## src/rtl/instr_fetch_unit.sv

```systemverilog
// Fetch stage: owns the fetch PC, issues in-order word reads to instruction memory and buffers
// returned words with their PCs in a small queue feeding decode over valid/ready.
module instr_fetch_unit #(
  parameter logic [31:0] RESET_PC = 32'h0000_0000,
  parameter int unsigned DEPTH    = 2
) (
  input  logic        clk,
  input  logic        rst,
  input  logic        redirect_valid,
  input  logic [31:0] redirect_pc,
  output logic        imem_req_valid,
  input  logic        imem_req_ready,
  output logic [31:0] imem_req_addr,
  input  logic        imem_rsp_valid,
  input  logic [31:0] imem_rsp_data,
  output logic        instr_valid,
  input  logic        instr_ready,
  output logic [31:0] instr,
  output logic [31:0] instr_pc,
  output logic        fetch_fault
);

  localparam int unsigned PtrW = (DEPTH > 1) ? $clog2(DEPTH) : 1;
  localparam int unsigned CntW = PtrW + 1;
  localparam logic [CntW-1:0] DepthC = CntW'(DEPTH);

  typedef enum logic {StRun, StHalt} state_e;

  state_e          state_q, state_d;
  logic [31:0]     fetch_pc_q, fetch_pc_d;
  logic [PtrW-1:0] head_q, head_d;
  logic [PtrW-1:0] tail_q, tail_d;
  logic [PtrW-1:0] fill_q, fill_d;
  logic [CntW-1:0] occ_q, occ_d;
  logic [CntW-1:0] pend_q, pend_d;
  logic [CntW-1:0] drop_q, drop_d;
  logic [31:0]     pc_q   [DEPTH];
  logic [31:0]     pc_d   [DEPTH];
  logic [31:0]     data_q [DEPTH];
  logic [31:0]     data_d [DEPTH];
  logic [DEPTH-1:0] dv_q, dv_d;

  logic req_fire, rsp_fill, pop, redir_aligned;

  assign redir_aligned  = (redirect_pc[1:0] == 2'b00);
  assign imem_req_valid = !rst && (state_q == StRun) && (occ_q < DepthC) && !redirect_valid
                          && (drop_q == '0);
  assign imem_req_addr  = fetch_pc_q;
  assign req_fire       = imem_req_valid && imem_req_ready;
  // Responses owed to flushed requests are swallowed before any entry is filled.
  assign rsp_fill       = imem_rsp_valid && (drop_q == '0) && (pend_q != '0);
  assign instr_valid    = dv_q[head_q];
  assign instr          = instr_valid ? data_q[head_q] : 32'h0;
  assign instr_pc       = instr_valid ? pc_q[head_q] : 32'h0;
  assign pop            = instr_valid && instr_ready;
  assign fetch_fault    = (state_q == StHalt);

  always_comb begin
    state_d    = state_q;
    fetch_pc_d = fetch_pc_q;
    head_d     = head_q;
    tail_d     = tail_q;
    fill_d     = fill_q;
    occ_d      = occ_q;
    pend_d     = pend_q;
    drop_d     = drop_q;
    pc_d       = pc_q;
    data_d     = data_q;
    dv_d       = dv_q;

    if (redirect_valid) begin
      head_d = '0;
      tail_d = '0;
      fill_d = '0;
      occ_d  = '0;
      pend_d = '0;
      dv_d   = '0;
      // Every entry still waiting for data becomes a response to discard.
      drop_d = drop_q + pend_q - CntW'(imem_rsp_valid);
      if (redir_aligned) begin
        state_d    = StRun;
        fetch_pc_d = redirect_pc;
      end else begin
        state_d = StHalt;
      end
    end else begin
      if (req_fire) begin
        pc_d[tail_q] = fetch_pc_q;
        dv_d[tail_q] = 1'b0;
        tail_d       = tail_q + PtrW'(1);
        fetch_pc_d   = fetch_pc_q + 32'd4;
      end
      if (imem_rsp_valid && (drop_q != '0)) begin
        drop_d = drop_q - CntW'(1);
      end
      if (rsp_fill) begin
        data_d[fill_q] = imem_rsp_data;
        dv_d[fill_q]   = 1'b1;
        fill_d         = fill_q + PtrW'(1);
      end
      if (pop) begin
        dv_d[head_q] = 1'b0;
        head_d       = head_q + PtrW'(1);
      end
      occ_d  = occ_q + CntW'(req_fire) - CntW'(pop);
      pend_d = pend_q + CntW'(req_fire) - CntW'(rsp_fill);
    end
  end

  always_ff @(posedge clk) begin
    if (rst) begin
      state_q    <= StRun;
      fetch_pc_q <= RESET_PC;
      head_q     <= '0;
      tail_q     <= '0;
      fill_q     <= '0;
      occ_q      <= '0;
      pend_q     <= '0;
      drop_q     <= '0;
      dv_q       <= '0;
    end else begin
      state_q    <= state_d;
      fetch_pc_q <= fetch_pc_d;
      head_q     <= head_d;
      tail_q     <= tail_d;
      fill_q     <= fill_d;
      occ_q      <= occ_d;
      pend_q     <= pend_d;
      drop_q     <= drop_d;
      dv_q       <= dv_d;
    end
  end

  // Payload storage needs no reset; it is only observed behind its valid bit.
  always_ff @(posedge clk) begin
    pc_q   <= pc_d;
    data_q <= data_d;
  end

  always_ff @(posedge clk) begin
    if (!rst && imem_rsp_valid) begin
      assert ((drop_q != '0) || (pend_q != '0));
    end
  end

endmodule

```

## config.mk

```make
export PLATFORM = sky130hd
export DESIGN_NAME = instr_fetch_unit
export DESIGN_NICKNAME = d
export VERILOG_FILES = /design/src/rtl/instr_fetch_unit.sv
export SDC_FILE = /design/constraint.sdc
export NUM_CORES = 1
export LEC_CHECK = 0
export BUFFER_PORTS_ARGS = -buffer_cell sky130_fd_sc_hd__buf_4
export CAP_MARGIN = 0
export CORE_UTILIZATION = 54
export DETAILED_ROUTE_END_ITERATION = 12
export GPL_TIMING_DRIVEN = 1
export PLACE_DENSITY = 0.92
export SLEW_MARGIN = 20
export SYNTH_ARGS = -nofsm -noshare
export SYNTH_HDL_FRONTEND = slang
export SYNTH_SLANG_ARGS = --single-unit
export TNS_END_PERCENT = 20
```

## constraint.sdc

```tcl
create_clock -name clk -period 4.95 [get_ports clk]
set_clock_uncertainty 0.05 [all_clocks]
set_input_delay 0.99 -clock clk [delete_from_list [all_inputs] [get_ports clk]]
set_output_delay 0.99 -clock clk [all_outputs]
set_load 0.005 [all_outputs]
```

==> flow_summary.json <==
{
  "yosys.cell_types.count": 57,
  "total_leakage_power_nw": 3.40,
  "async_reset_ff_share_pct": 0,
  "synth_area_leader_cell": "edfxtp_1",
  "max_cap_viol_count": 0,
  "dieWidth_um": 121,
  "num_io_pins": 169,
  "synthesis.area_mm2": 0.00758,
  "power_switching_share_pct": 23.6,
  "synth_warnings": 0,
  "yosys.cell_count.top_type": "edfxtp_1",
  "crit_fanout": 67,
  "synthCells": 630,
  "ff2ff_setup_slack_ns": 1.94,
  "die-height_um": 121,
  "vdd_drop_max_uv": 200,
  "ant_nets": 0,
  "cts_setup_buffers": 0,
  "worstSetupStartpointType": "flop",
  "drv_slew": 0,
  "dp_cells": 940,
  "wl_mm": 20.6,
  "relSlewSlack_pct": 24.8,
  "first_pass_iters": 5,
  "whs_ns": 0.463,
  "root_buffer": "clkbuf_16",
  "clkTransAtPathRegs_ns": 0.07,
  "dieArea_mm2": 0.0145,
  "p_sw_mw": 0.718,
  "finalWeightedCongestion": 0.914,
  "pwr-share-comb_pct": 7.1,
  "antennaDiodeCount": 0,
  "synth_top_flop_cell": "edfxtp_1",
  "max_freq_mhz": 294,
  "io_buffer_count": 168,
  "tightestPinTransition_ns": 1.13,
  "hold_class": "reg -> reg",
  "synth_commonest_cells": "edfxtp_1 (128), nor2_1 (86), mux2i_1 (66)",
  "cts_tree": "built",
  "grt_pass1_vias": 5723,
  "status": "finished clean",
  "grt_antenna_before_repair": 0,
  "clk_latency_ns": 0.43,
  "grt_max_degree": 68,
  "rsz0062_at_grt": "false",
  "synth.avg_cell_area_um2": 12.0,
  "rows": 42,
  "yosys_register_bits": 172,
  "dp_hpwl_mm": 13.7,
  "seqPwrFrac_pct": 53.7,
  "cp.arrival_ns": 2.36,
  "power_density_mw_per_mm2": 319,
  "layout-drive-gt1-share_pct": 28.1,
  "fin_nets": 862,
  "grt_use_total_pct": 28.5,
  "clkPwrFrac_pct": 39.2,
  "cts.hold.buffers_added": 0,
  "vias_per_cell": 6.27,
  "core_area_mm2": 0.0135,
  "cts_resized": 0,
  "synth_edf_count": 128,
  "fin_crit_sh_pct": 68.7,
  "synthTopCellsByArea": "edfxtp_1 (51%), dfxtp_1 (12%), mux2i_1 (8.7%), nor2_1 (4.3%), o211ai_1 (1.8%)",
  "area_delta_synth_final_pct": 26.1,
  "cts.sinks": 172,
  "crit_required_ns": 3.91,
  "syn_nets": 708,
  "drc": 0,
  "initialDrtViolationCount": 658,
  "path_class": "reg -> out",
  "cts_max_level": 4,
  "final.setup.tns_ns": 0,
  "layout_min_cycle_time_ns": 3.40,
  "grt_overflow": 0,
  "cts_buffers": 17,
  "endpoint_kind": "primary output",
  "internal_power_mw": 2.33,
  "netlist.area_leader.share_pct": 50.7,
  "setup_violations": 0,
  "via_count": 6099,
  "final_cells": 973,
  "start_util_pct": 56.4,
  "seq_area_frac_synth_pct": 62.3,
  "clk_path_buf_depth": 2,
  "n_fill_cell": 871,
  "grt_pass1_wl_mm": 31.0,
  "hold_viol_final": 0,
  "wl_per_cell_um": 21.2
}
-- flip-flops by register name, summed over array words and instances (netlist names) --
name	cells
drop_q	2
pc_q	64
dv_q	2
fetch_fault	1
occ_q	2
head_q	1
imem_req_addr	32
pend_q	2
fill_q	1
data_q	64
tail_q	1
-- path summary, 6_finish.rpt --
check / startpoint / to / depth (start not counted)
setup reg to reg: drop_q[0] / pc_q[27] / 5
hold reg to reg: imem_req_addr[1] / pc_q[33] / 0
hold / removal: imem_req_addr[1] / pc_q[33] / 0
setup / recovery: head_q / instr_pc[29] / 4
-- metrics by stage --
stage          area, µm²  utilization, %  worst slack [ns]  power (mW)
6_report            9560            71.1              1.55        3.05
3_5_place_dp        9010            67.0              1.43        1.88
2_1_floorplan       7580               -             0.580        1.75
4_1_cts             9540            70.9              1.44        3.05
3_3_place_gp        9010            67.0              1.51        1.86
5_1_grt             9560            71.1              1.48        3.13
-- layer usage --
| metal | routed length (µm) | global-route usage, % | vias up | part of all wire, % |
|---|---|---|---|---|
| met5 | 0 | 1.47 | - | 0 |
| met1 | 8070 | 37.3 | 2943 | 39 |
| met3 | 2170 | 7.31 | 42 | 11 |
| met2 | 9950 | 46.0 | 410 | 48 |
| li1 | - | - | 2704 | - |
| met4 | 408 | 9.95 | 0 | 2.0 |
-- cell usage in the layout (no fill, tap or decap), types with 3 or more instances in the layout --
| cell type | instances |
|---|---|
| nand3_1 | 20 |
| a211oi_1 | 6 |
| nor3_1 | 14 |
| o211ai_1 | 18 |
| nand4b_1 | 3 |
| dfxtp_1 | 43 |
| and3_1 | 6 |
| clkinvlp_4 | 7 |
| o21ai_0 | 8 |
| inv_1 | 11 |
| nand4_1 | 14 |
| or3_1 | 6 |
| or3b_2 | 3 |
| a21oi_1 | 21 |
| o2111ai_1 | 3 |
| o31a_1 | 3 |
| o22ai_1 | 3 |
| and4_1 | 3 |
| inv_6 | 3 |
| edfxtp_1 | 128 |
| a21o_1 | 3 |
| buf_4 | 178 |
| nor4_1 | 6 |
| mux2i_1 | 65 |
| o311ai_0 | 3 |
| and2_1 | 4 |
| o221ai_1 | 3 |
| xnor2_1 | 6 |
| clkbuf_1 | 3 |
| nor3b_1 | 3 |
| a31oi_1 | 3 |
| or4_1 | 7 |
| a22oi_1 | 10 |
| clkbuf_16 | 17 |
| nor2_1 | 84 |
| ha_1 | 8 |
| nand2_1 | 30 |
| xor2_1 | 3 |
| nor2b_1 | 4 |
-- cell families (layout without fill, tap and decap cells) --
kind of cell    Yosys count  in the layout  synth area share, %
flops                   172            172                 62.3
simple gates            215            215                 13.9
fa+ha+maj                 8              8                 1.32
mux                      66             66                 8.71
compound gates          103            103                 9.72
xor+xnor                  9              9                 1.04
buf+inv                  57            224                 3.04
-- final cells by class --
type	count	area [µm²]	area share, %
tap	176	220	2.30
multi-input combinational	401	2670	28.0
sequential	172	4730	49.4
clock buffer	20	437	4.57
clock inverter	12	92.6	0.968
timing repair buffer	179	1360	14.3
inverter	13	48.8	0.510
-- power by group through the flow --
stage	Sequential (mW)	Combinational (mW)	Clock [mW]
finish	1.64	0.218	1.19
global route	1.64	0.234	1.26
CTS	1.63	0.215	1.20
detailed placement	1.66	0.213	0
global placement	1.66	0.204	0
floorplan	1.64	0.108	0
-- critical path: stages (launching register included) --
cell and delay, ns:
dfxtp_4 0.36, buf_4 0.82, mux2i_1 0.22, nor2_1 0.31, buf_4 0.18
Power figures use the tool's default switching activity.
